===== config.mk =====
export PLATFORM = sky130hd
export DESIGN_NAME = pipeline_ctrl
export DESIGN_NICKNAME = d
export VERILOG_FILES = /design/src/rtl/pipeline_ctrl_pkg.sv /design/src/rtl/pipeline_ctrl_perf_counters.sv /design/src/rtl/pipeline_ctrl.sv
export SDC_FILE = /design/constraint.sdc
export NUM_CORES = 1
export LEC_CHECK = 0
export CELL_PAD_IN_SITES_DETAIL_PLACEMENT = 0
export CELL_PAD_IN_SITES_GLOBAL_PLACEMENT = 2
export CORE_UTILIZATION = 17
export CTS_CLUSTER_SIZE = 24
export DETAILED_ROUTE_END_ITERATION = 12
export HOLD_SLACK_MARGIN = 0.1
export PLACE_DENSITY_LB_ADDON = 0.1
export SLEW_MARGIN = 15
export SYNTH_ARGS = -nofsm -noshare
export SYNTH_HDL_FRONTEND = slang
export SYNTH_SLANG_ARGS = --single-unit

===== constraint.sdc =====
create_clock -name i_clk -period 1.7 [get_ports i_clk]
set_input_delay 0.34 -clock i_clk [delete_from_list [all_inputs] [get_ports i_clk]]
set_output_delay 0.34 -clock i_clk [all_outputs]
set_load 0.05 [all_outputs]

===== src/rtl/pipeline_ctrl_pkg.sv =====
// Shared definitions for the pipeline controller.
//   pipe_state_e : controller FSM state encoding (RUN / REDIR / FENCE)
//   DRAIN_W      : width of the fence drain counter (DRAIN_CYCLES is 1..7)
//   PC_W         : program counter width
//   nop_instr()  : instruction encoding the datapath loads on flush/bubble
package pipeline_ctrl_pkg;

    typedef enum logic [1:0] {
        ST_RUN   = 2'b00,
        ST_REDIR = 2'b01,
        ST_FENCE = 2'b10
    } pipe_state_e;

    localparam int DRAIN_W = 3;
    localparam int PC_W    = 32;

    // addi x0, x0, 0 -- what "flush" and "bubble" put into IF/ID and ID/EX.
    function automatic logic [31:0] nop_instr();
        return 32'h0000_0013;
    endfunction

endpackage


===== src/rtl/pipeline_ctrl_perf_counters.sv =====
// Pipeline performance counters, present only when PIPE_PERF_COUNTERS_EN is
// defined (the whole module is compiled out otherwise).
// Ports:
//   i_clk, i_rst   clock, synchronous active-high reset (counters clear to 0)
//   i_if_ce        IF enable; a cycle with it low counts as a stall
//   i_id_flush     IF/ID flush; counts flush cycles
//   i_wb_ce        MA/WB enable; qualifies retirement
//   i_wb_valid     instruction retiring this cycle
//   o_cyc/o_ret/o_stl/o_flu  cycle / retired / stall / flush counts (wrap)
`ifdef PIPE_PERF_COUNTERS_EN
module pipeline_ctrl_perf_counters #(
    parameter int CNT_W = 32
) (
    input  logic             i_clk,
    input  logic             i_rst,
    input  logic             i_if_ce,
    input  logic             i_id_flush,
    input  logic             i_wb_ce,
    input  logic             i_wb_valid,
    output logic [CNT_W-1:0] o_cyc,
    output logic [CNT_W-1:0] o_ret,
    output logic [CNT_W-1:0] o_stl,
    output logic [CNT_W-1:0] o_flu
);

    logic [CNT_W-1:0] cyc_q, cyc_d;
    logic [CNT_W-1:0] ret_q, ret_d;
    logic [CNT_W-1:0] stl_q, stl_d;
    logic [CNT_W-1:0] flu_q, flu_d;

    always_comb begin
        cyc_d = cyc_q + CNT_W'(1);
        ret_d = ret_q + CNT_W'(i_wb_valid && i_wb_ce);
        stl_d = stl_q + CNT_W'(!i_if_ce);
        flu_d = flu_q + CNT_W'(i_id_flush);
    end

    always_ff @(posedge i_clk) begin
        if (i_rst) begin
            cyc_q <= '0;
            ret_q <= '0;
            stl_q <= '0;
            flu_q <= '0;
        end else begin
            cyc_q <= cyc_d;
            ret_q <= ret_d;
            stl_q <= stl_d;
            flu_q <= flu_d;
        end
    end

    assign o_cyc = cyc_q;
    assign o_ret = ret_q;
    assign o_stl = stl_q;
    assign o_flu = flu_q;

endmodule
`endif


===== src/rtl/pipeline_ctrl.sv =====
// Pipeline controller for the 5-stage core (IF ID EX MA WB).
// Turns the hazard unit's data-hazard flag and the branch / cache-busy / fence
// requests into per-stage clock enables, bubbles, flushes and PC redirects.
// Holds the multi-cycle state the hazard unit lacks: a branch redirect waiting
// for the icache (REDIR) and the FENCE.I drain (FENCE).
// Optional feature macro: PIPE_PERF_COUNTERS_EN (performance counters; when
// undefined the o_perf_* outputs are tied to 0).
// Ports:
//   i_clk, i_rst        clock, synchronous active-high reset
//   i_hz_data           data hazard for instruction in ID
//   i_br_taken/i_br_pc  EX resolved taken branch and its target
//   i_ic_busy           fetch has no valid instruction this cycle
//   i_dc_busy           MA access not complete (freezes everything)
//   i_fence_req         FENCE.I in EX
//   i_wb_valid          instruction retiring (perf only)
//   o_*_ce              stage register enables
//   o_id_flush          load NOP into IF/ID
//   o_ex_bubble         load NOP into ID/EX
//   o_pc_load/o_pc_tgt  PC redirect and its target (live or held)
//   o_fence_done        one-cycle pulse at end of fence drain
//   o_perf_*            cycle / retired / stall / flush counters
//   o_dbg_state         current FSM state
// All outputs are combinational from inputs and registered state, so enables
// take effect on the same clock edge.
module pipeline_ctrl
    import pipeline_ctrl_pkg::*;
#(
    parameter int DRAIN_CYCLES = 3,
    parameter int CNT_W        = 32
) (
    input  logic             i_clk,
    input  logic             i_rst,
    input  logic             i_hz_data,
    input  logic             i_br_taken,
    input  logic [31:0]      i_br_pc,
    input  logic             i_ic_busy,
    input  logic             i_dc_busy,
    input  logic             i_fence_req,
    input  logic             i_wb_valid,
    output logic             o_if_ce,
    output logic             o_id_ce,
    output logic             o_ex_ce,
    output logic             o_ma_ce,
    output logic             o_wb_ce,
    output logic             o_id_flush,
    output logic             o_ex_bubble,
    output logic             o_pc_load,
    output logic [31:0]      o_pc_tgt,
    output logic             o_fence_done,
    output logic [CNT_W-1:0] o_perf_cyc,
    output logic [CNT_W-1:0] o_perf_ret,
    output logic [CNT_W-1:0] o_perf_stl,
    output logic [CNT_W-1:0] o_perf_flu,
    output logic [1:0]       o_dbg_state
);

    pipe_state_e        state_q, state_d;
    logic [PC_W-1:0]    held_pc_q, held_pc_d;
    logic [DRAIN_W-1:0] drain_q, drain_d;

    logic if_ce, id_ce, ex_ce, ma_ce, wb_ce;
    logic id_flush, ex_bubble, pc_load, fence_done;

    always_comb begin
        state_d    = state_q;
        held_pc_d  = held_pc_q;
        drain_d    = drain_q;
        if_ce      = 1'b1;
        id_ce      = 1'b1;
        ex_ce      = 1'b1;
        ma_ce      = 1'b1;
        wb_ce      = 1'b1;
        id_flush   = 1'b0;
        ex_bubble  = 1'b0;
        pc_load    = 1'b0;
        fence_done = 1'b0;

        if (i_rst) begin
            if_ce     = 1'b0;
            id_ce     = 1'b0;
            ex_ce     = 1'b0;
            ma_ce     = 1'b0;
            wb_ce     = 1'b0;
            id_flush  = 1'b1;
            ex_bubble = 1'b1;
        end else if (i_dc_busy) begin
            // Whole pipe frozen; state holds and requests are seen again later.
            if_ce = 1'b0;
            id_ce = 1'b0;
            ex_ce = 1'b0;
            ma_ce = 1'b0;
            wb_ce = 1'b0;
        end else if (i_br_taken) begin
            // A taken branch overrides any pending redirect (latest wins)
            // and aborts a fence drain without a done pulse.
            id_flush  = 1'b1;
            ex_bubble = 1'b1;
            drain_d   = '0;
            if (i_ic_busy) begin
                held_pc_d = i_br_pc;
                state_d   = ST_REDIR;
            end else begin
                pc_load = 1'b1;
                state_d = ST_RUN;
            end
        end else begin
            case (state_q)
                ST_REDIR: begin
                    // Keep IF/ID empty until fetch can take the held target.
                    id_flush = 1'b1;
                    if (!i_ic_busy) begin
                        pc_load = 1'b1;
                        state_d = ST_RUN;
                    end
                end
                ST_FENCE: begin
                    if_ce     = 1'b0;
                    id_ce     = 1'b0;
                    ex_bubble = 1'b1;
                    if (drain_q <= DRAIN_W'(1)) begin
                        fence_done = 1'b1;
                        drain_d    = '0;
                        state_d    = ST_RUN;
                    end else begin
                        drain_d = drain_q - DRAIN_W'(1);
                    end
                end
                default: begin
                    if (i_fence_req) begin
                        // The fence itself moves on to MA this cycle; freezing
                        // starts with the first FENCE cycle.
                        state_d = ST_FENCE;
                        drain_d = DRAIN_W'(DRAIN_CYCLES);
                    end else if (i_hz_data) begin
                        if_ce     = 1'b0;
                        id_ce     = 1'b0;
                        ex_bubble = 1'b1;
                    end else if (i_ic_busy) begin
                        // PC keeps retrying; the missing fetch becomes a NOP.
                        id_flush = 1'b1;
                    end
                end
            endcase
        end
    end

    always_ff @(posedge i_clk) begin
        if (i_rst) begin
            state_q   <= ST_RUN;
            held_pc_q <= '0;
            drain_q   <= '0;
        end else begin
            state_q   <= state_d;
            held_pc_q <= held_pc_d;
            drain_q   <= drain_d;
        end
    end

    assign o_if_ce      = if_ce;
    assign o_id_ce      = id_ce;
    assign o_ex_ce      = ex_ce;
    assign o_ma_ce      = ma_ce;
    assign o_wb_ce      = wb_ce;
    assign o_id_flush   = id_flush;
    assign o_ex_bubble  = ex_bubble;
    assign o_pc_load    = pc_load;
    assign o_fence_done = fence_done;
    // Live target while a branch is presented, otherwise the held one.
    assign o_pc_tgt     = i_br_taken ? i_br_pc : held_pc_q;
    assign o_dbg_state  = state_q;

`ifdef PIPE_PERF_COUNTERS_EN
    pipeline_ctrl_perf_counters #(
        .CNT_W(CNT_W)
    ) u_perf (
        .i_clk      (i_clk),
        .i_rst      (i_rst),
        .i_if_ce    (if_ce),
        .i_id_flush (id_flush),
        .i_wb_ce    (wb_ce),
        .i_wb_valid (i_wb_valid),
        .o_cyc      (o_perf_cyc),
        .o_ret      (o_perf_ret),
        .o_stl      (o_perf_stl),
        .o_flu      (o_perf_flu)
    );
`else
    logic unused_wb_valid;
    assign unused_wb_valid = i_wb_valid;
    assign o_perf_cyc = '0;
    assign o_perf_ret = '0;
    assign o_perf_stl = '0;
    assign o_perf_flu = '0;
`endif

endmodule


== Word level (Yosys, flattened, before mapping) ==
Index checks and enable logic that the tools add are counted.
Word-level totals
  register bits: 37
  bits of input ports: 40
  output and inout port bits: 171
  logic and storage cells: 58
Operators by class
  $add $sub $neg: 1
  order comparisons: 1
  eq/ne operators: 5
  mux-type cells: 42
  bitwise gates (word level): 1
  reductions and logical operators: 5
Operators with widths (count)
  32-bit two-way mux: 1
  1-bit two-way mux: 29
  3-bit two-way mux: 3
  2-bit two-way mux: 4
  3-bit != test, second input constant: 2
  1-bit case mux with 2 select lines: 3
  3-bit case mux with 2 select lines: 1
  3-bit AND reduction: 2
  2-bit case mux with 2 select lines: 1
  4-bit AND reduction: 1
  4-bit nonzero test: 1
  3-bit by 1-bit less-or-equal comparator with 1-bit output, second input constant: 1
  3-bit nonzero test: 1
  3-bit by 1-bit subtractor with 3-bit output, second input constant: 1
  2-bit by 1-bit == test with 1-bit output, second input constant: 1
  2-bit == test, second input constant: 1
  2-bit != test, second input constant: 1
  1-bit inverter: 1

== Longest topological paths before layout ==
Gate-level depths: netlist of the first run.
  word-level depth: 7
  depth in mapped cells: 7
  gate-level depth less buffers: 6

== Worst setup path before layout of the first run ==
Ideal clock, no wire load.
  path kind: in2out
  start point: input i_dc_busy
  end point: output o_fence_done
  data arrival time: 2.828 ns
  data required time: 1.360 ns
  slack: -1.468 ns
  stages: 2
  path buffers: 0
  cells stage by stage: nor2_1 nor4b_1
Between the ends
  longest elaborated chain between the ends: 2
RTL lines
  start: declaration: line pipeline_ctrl.sv:37  | input logic i_dc_busy,
  1-bit two-way mux: line pipeline_ctrl.sv:86  | end else if (i_dc_busy) begin
  1-bit two-way mux: line pipeline_ctrl.sv:78  | if (i_rst) begin
  end: declaration: line pipeline_ctrl.sv:49  | output logic o_fence_done,
No other way between the ends.

== Final worst setup path of the first run ==
  start point: register state_q[0] (netlist: o_dbg_state[0])
  end point: output o_id_ce
Between the ends
  longest elaborated chain between the ends: 5
  elaborated cells on any way between the ends: 6
  classes of those cells: eq/ne (2); mux (4)
RTL lines
  start: declaration: line pipeline_ctrl.sv:57  | pipe_state_e state_q, state_d;
  start signal: assignment: line pipeline_ctrl.sv:153  | state_q <= state_d;
  2-bit == test or 2-bit by 1-bit == test with 1-bit output (tied branches): line pipeline_ctrl.sv:107  | case (state_q)
  1-bit case mux with 2 select lines *: line pipeline_ctrl.sv:107
  1-bit two-way mux *: line pipeline_ctrl.sv:93  | end else if (i_br_taken) begin
  1-bit two-way mux *: line pipeline_ctrl.sv:86
  1-bit two-way mux *: line pipeline_ctrl.sv:78
  end: declaration: line pipeline_ctrl.sv:41  | output logic o_id_ce,
Every way passes the cells marked *; elsewhere a longest branch is shown, timed or not.

==> flow_summary.yaml, run 1 <==
grt:
  number_of_antenna_violations_at_the_first_check_in_global_routing: 0
  overflow: 0
  globalRouteTotalUtil_pct: 8.70
  grt_max_degree: 23
  first_global_vias: 2036
  grt_first_pass_wirelength_microns: 11700
placement:
  placedInstanceArea_sq_um: 3680
  dpl.cell_count: 658
  place.port_buffers: 81
  post-dp-hpwl_microns: 5590
  weighted_congestion_reported_at_the_end_of_routability_driven_placement: 0.621
  place_worst_setup_slack_ns: -0.171
synth:
  netlist_area_sq_um: 2880
  yosys.area.top_type: "buf_4"
  synthDominantCellAreaShare_pct: 34.1
  postSynthAreaPerCell_sq_um: 7.98
  synth.top_cells.by_area: "buf_4, dfxtp_1, mux2_1, nand2_1, a21oi_1"
  yosysUniqueCellTypes: 32
  ys_ff_latch: 37
  netlist_instances: 361
  yosys_warning_count: 0
  synth_seq_area_share_pct: 25.7
critical_path:
  start_kind: "register"
  ff2ff_path_depth: 7
  arrival_ns: 1.58
  critical_path.reg2reg.endpoint: "o_dbg_state[1]"
  worst-endpoint-required_ns: 1.36
  rr_startpoint: "drain_q[1]"
  path_class: "register to output pin"
  timing.reg2reg.setup_slack_ns: 0.04
  cp-end-kind: "output pin"
  worst_path_max_fanout: 4
hold_path:
  min_delay_path_depth: 2
  worst_hold_path.endpoint: "held_pc_q[22]"
  timing.hold.worst.start: "held_pc_q[22]"
  worst_min_path_class: "register to register"
power_and_ir_drop:
  power.density_cell_area_nw_per_um2: 820
  ir_drop_mv: 0.351
  post-layout-total-power_mw: 3.26
  leakage_nw: 1.77
timing:
  drv_slew: 0
  fin_worst_setup_slack_ns: -0.218
  setup_viol_count_final: 5
  final_hold_vios: 0
  max_freq_mhz: 521
  unrepaired_setup_endpoints_after_global_routing: "yes"
  minimum_period_implied_by_the_final_worst_setup_slack_ns: 1.92
  final_min_period_over_clock_period_pct: 113
  skew_ns: 0.000746
outcome:
  violations_in_the_final_reports: "negative setup slack"
  run_status: "finished with violations"
routing:
  detail_route.wl_per_cell_microns: 11.5
  final_antenna_net_count: 0
  drcViolationCount: 0
  route.vias.total: 2297
  routed_via_density: 3.39
  first_pass_iters: 4
  drt_iter0_drc: 45
  drt-total-wl_microns: 7790
clock_network:
  max_buffers_root_to_sink: 2
  cts.htree.levels: 2
  clockRootBuffer: "clkbuf_16"
  tritoncts: "yes"
  cts.clk_slew.worst_paths_ns: 0.06
  cts_buffers: 5
  post_cts_hold_buffer_count: 0
  clock_sinks: 37
  clkLatencyLatePin_ns: 0.28
job:
  maxCapViolations: 0
floorplan:
  die_width_microns: 132
  floorplan.io_pins: 211
  start_util_pct: 17.4
  row_count: 47
  floorplan.core_area_sq_um: 16600
  die_height_microns: 132
  dieArea_sq_um: 17500
finish:
  final_nets: 501
  postLayoutCellArea_sq_um: 3970
  final_cell_count_no_fill: 678
  antennaDiodeCount: 0
  drive_gt1_share_pct: 24.7
  layout.cells.most_common_list: "conb_1, nand2_1, buf_4"
  final_common_cell: "conb_1"
  area_delta_synth_final_pct: 37.8
cell usage after synthesis:
| cell | instances |
|---|---|
| or3_1 | 1 |
| nor3_1 | 2 |
| a32o_1 | 3 |
| buf_2 | 3 |
| conb_1 | 1 |
| and3_1 | 1 |
| mux2_2 | 10 |
| inv_1 | 6 |
| o31ai_1 | 1 |
| nand2_1 | 65 |
| nor2b_1 | 1 |
| o41ai_2 | 1 |
| nor2_1 | 5 |
| o311ai_1 | 1 |
| mux2_1 | 22 |
| o21a_1 | 1 |
| nand3_1 | 1 |
| a221oi_1 | 2 |
| inv_2 | 1 |
| dfxtp_1 | 37 |
| ha_1 | 4 |
| o21ba_2 | 1 |
| nor4b_1 | 1 |
| o21ai_1 | 4 |
| o21ai_0 | 2 |
| o21ba_1 | 2 |
| clkbuf_1 | 12 |
| a21oi_1 | 35 |
| nand2b_1 | 2 |
| nor3b_1 | 1 |
| buf_4 | 131 |
| o21bai_1 | 1 |
worst max-delay path, stage by stage, from the launching register on:
cell and delay (ns):
dfxtp_4 0.34, inv_2 0.04, ha_4 0.29, inv_6 0.05
nor2_4 0.12, a21oi_2 0.07, o21a_2 0.24, buf_12 0.16
report_power, final:
| group | switching [mW] | leakage (nW) | internal [mW] | total (mW) |
|---|---|---|---|---|
| Clock | 0.359 | 0.0652 | 0.546 | 0.905 |
| Combinational | 1.08 | 1.40 | 0.356 | 1.44 |
| Sequential | 0.0188 | 0.303 | 0.897 | 0.916 |
| Total | 1.46 | 1.77 | 1.80 | 3.26 |
layer usage:
| metal | track usage [%] | up-vias | wire [microns] | part of all wire, % |
|---|---|---|---|---|
| met1 | 10.8 | 1068 | 3450 | 44 |
| met5 | 0 | - | 0 | 0 |
| li1 | - | 1112 | - | - |
| met2 | 14.6 | 111 | 3790 | 49 |
| met3 | 2.00 | 6 | 438 | 5.6 |
| met4 | 3.29 | 0 | 115 | 1.5 |
layout make-up:
cell class,instances,area [sq um]
inverter,7,31.3
timing repair buffer,108,1110
fill,1862,12600
sequential,37,753
multi-input combinational,298,1660
tap,220,275
clock buffer,8,136
sequential cells by signal, indices dropped and copies added, names as in the netlist:
| signal | flops |
|---|---|
| held_pc_q | 32 |
| drain_q | 3 |
| o_dbg_state | 2 |
kinds of logic after synthesis:
group,count (synthesis),share of synthesized area (%)
DFF,37,25.7
other,1,0.130
AOI/OAI and AO/OA,54,11.5
buffers and inverters,153,37.1
adders and majority gates,4,1.74
and+or+nand+nor,80,11.3
muxes,32,12.5
worst max-delay path by stage:
stage | start | to | slack [ns] | cells past startpoint
2_1_floorplan | o_dbg_state[0] | o_if_ce | -0.09 | 7
3_3_place_gp | i_fence_req | o_ex_bubble | -0.16 | 5
3_5_place_dp | i_fence_req | o_ex_bubble | -0.17 | 5
4_1_cts | o_dbg_state[0] | o_id_ce | -0.23 | 7
5_1_grt | o_dbg_state[0] | o_id_ce | -0.30 | 7
6_report | o_dbg_state[0] | o_id_ce | -0.22 | 7
what timing repair did:
item	4_1_cts	5_1_grt
resized for setup	15	2
pin swaps	4	2
buffers inserted	12	0
setup endpoints to repair	6	10
stage by stage:
| stage | utilization [%] | hold slack, ns | TNS, ns |
|---|---|---|---|
| 2_1_floorplan | - | 0.432 | -0.247 |
| 3_3_place_gp | 22.2 | 0.438 | -1.27 |
| 3_5_place_dp | 22.2 | 0.446 | -1.55 |
| 4_1_cts | 23.9 | 0.454 | -0.899 |
| 5_1_grt | 23.9 | 0.472 | -1.18 |
| 6_report | 23.9 | 0.450 | -0.789 |
No activity file was read; power rests on OpenSTA's default activity.
==> run 2: changes to the inputs <==
CELL_PAD_IN_SITES_GLOBAL_PLACEMENT = 1   (was 2)
CORE_MARGIN = 2   (was default)
CORE_UTILIZATION = 23   (was 17)
SKIP_CTS_REPAIR_TIMING = 1   (was default)
==> run 2 against run 1 <==
  * The run still ends with negative setup slack left
  * Sequential share of layout area rose by 0.96 points
  * Critical path depth did not move
  * Clock skew rose by 0.0023 ns
  * Clock-buffer cell count fell by 1
  * Core utilization rose by 7.3 points
  * Critical path type unchanged
  * Largest power group unchanged
==> flow_summary.yaml, run 2 (synthesis results as in run 1) <==
timing:
  final_min_period_over_clock_period_pct: 114
  final_hold_vios: 0
  skew_ns: 0.00309
  drv_slew: 0
  max_freq_mhz: 518
  unrepaired_setup_endpoints_after_global_routing: "yes"
  fin_worst_setup_slack_ns: -0.231
  setup_viol_count_final: 5
  minimum_period_implied_by_the_final_worst_setup_slack_ns: 1.93
finish:
  final_common_cell: "conb_1"
  layout.cells.most_common_list: "conb_1, nand2_1, buf_4"
  drive_gt1_share_pct: 22.9
  max_reg_flops: 32
  final_cell_utilization_of_the_core_pct: 31.2
  area_delta_synth_final_pct: 31.2
  final_cell_count_no_fill: 617
  final_nets: 493
  postLayoutCellArea_sq_um: 3780
  antennaDiodeCount: 0
  max_flop_register: "held_pc_q"
power_and_ir_drop:
  switching_share_pct: 44.1
  power.density_cell_area_nw_per_um2: 854
  leakage_nw: 1.72
  power_frac_seq_pct: 28.4
  cell_internal_pwr_mw: 1.80
  share_comb_of_total_power_pct: 43.1
  net-switching-power_mw: 1.42
  ir_drop_mv: 0.321
  clockPowerShare_pct: 28.5
floorplan:
  floorplan.io_pins: 211
  floorplan.core_area_sq_um: 12100
  start_util_pct: 23.8
  die_width_microns: 116
  row_count: 40
  dieArea_sq_um: 13400
  die_height_microns: 116
job:
  maxCapViolations: 0
routing:
  drcViolationCount: 0
  routed_via_density: 3.65
  route.vias.total: 2250
  final_antenna_net_count: 0
  first_pass_iters: 4
  drt_iter0_drc: 39
  detail_route.wl_per_cell_microns: 11.2
  drt-total-wl_microns: 6900
critical_path:
  cp-end-kind: "output pin"
  worst_path_max_fanout: 4
  path_class: "register to output pin"
  arrival_ns: 1.59
  start_kind: "register"
  worst-endpoint-required_ns: 1.36
clock_network:
  clkLatencyLatePin_ns: 0.27
  max_buffers_root_to_sink: 2
  cts.clk_slew.worst_paths_ns: 0.06
  tritoncts: "yes"
  clock_sinks: 37
  cts_buffers: 5
  cts.htree.levels: 2
  clockRootBuffer: "clkbuf_16"
grt:
  globalRouteTotalUtil_pct: 9.62
  number_of_antenna_violations_at_the_first_check_in_global_routing: 0
  overflow: 0
  first_global_vias: 1978
  grt_first_pass_wirelength_microns: 10100
  grt_max_degree: 37
placement:
  dpl.cell_count: 605
  post-dp-hpwl_microns: 5070
  weighted_congestion_reported_at_the_end_of_routability_driven_placement: 0.695
  placedInstanceArea_sq_um: 3550
  place.port_buffers: 81
outcome:
  violations_in_the_final_reports: "negative setup slack"
  run_status: "finished with violations"
hold_path:
  worst_min_path_class: "register to register"
[run 2: path summary, 6_finish.rpt]
kind / to / slack (ns) / cells after the start / from
setup / recovery: o_id_ce / -0.23 / 7 / o_dbg_state[0]
hold / removal: held_pc_q[27] / 0.45 / 2 / held_pc_q[27]
setup reg to reg: drain_q[2] / 0.13 / 6 / o_dbg_state[1]
hold reg to reg: held_pc_q[27] / 0.45 / 2 / held_pc_q[27]
[run 2: metrics by stage]
stage | worst slack [ns] | TNS [ns] | hold slack, ns | power (mW)
finish | -0.231 | -0.917 | 0.450 | 3.23
CTS | -0.256 | -1.14 | 0.453 | 3.26
global placement | -0.182 | -5.30 | 0.440 | 2.30
global route | -0.289 | -1.28 | 0.463 | 3.37
detailed placement | -0.153 | -4.84 | 0.445 | 2.30
floorplan | -0.0921 | -0.247 | 0.432 | 2.22
[run 2: power by group through the flow]
stage	registers [mW]	logic, mW	clock network [mW]
2_1_floorplan	0.939	1.28	0
3_3_place_gp	0.934	1.37	0
3_5_place_dp	0.935	1.37	0
4_1_cts	0.916	1.37	0.971
5_1_grt	0.921	1.46	0.993
6_report	0.917	1.39	0.918
[run 2: worst max-delay path: stages, from the launching register on]
cell and delay, ns:
dfxtp_4 0.36, inv_2 0.04, ha_4 0.29, inv_6 0.04, nor2_4 0.12, a21oi_2 0.07, o21a_2 0.24, buf_12 0.16
[run 2: area by class of cell]
| type | count | area (sq um) |
|---|---|---|
| Timing Repair Buffer | 100 | 998 |
| Sequential cell | 37 | 753 |
| Fill cell | 1319 | 8330 |
| Tap cell | 168 | 210 |
| Inverter | 7 | 31.3 |
| Multi-Input combinational cell | 298 | 1640 |
| Clock buffer | 7 | 143 |
[run 2: metal layers]
metal,global-route usage (%),share of wire (%),wire [microns],vias to the layer above
met3,2.62,8.0,550,6
li1,-,-,-,1100
met5,0,0,0,-
met1,11.9,44,3010,1027
met4,3.57,1.4,96,0
met2,16.0,47,3250,117
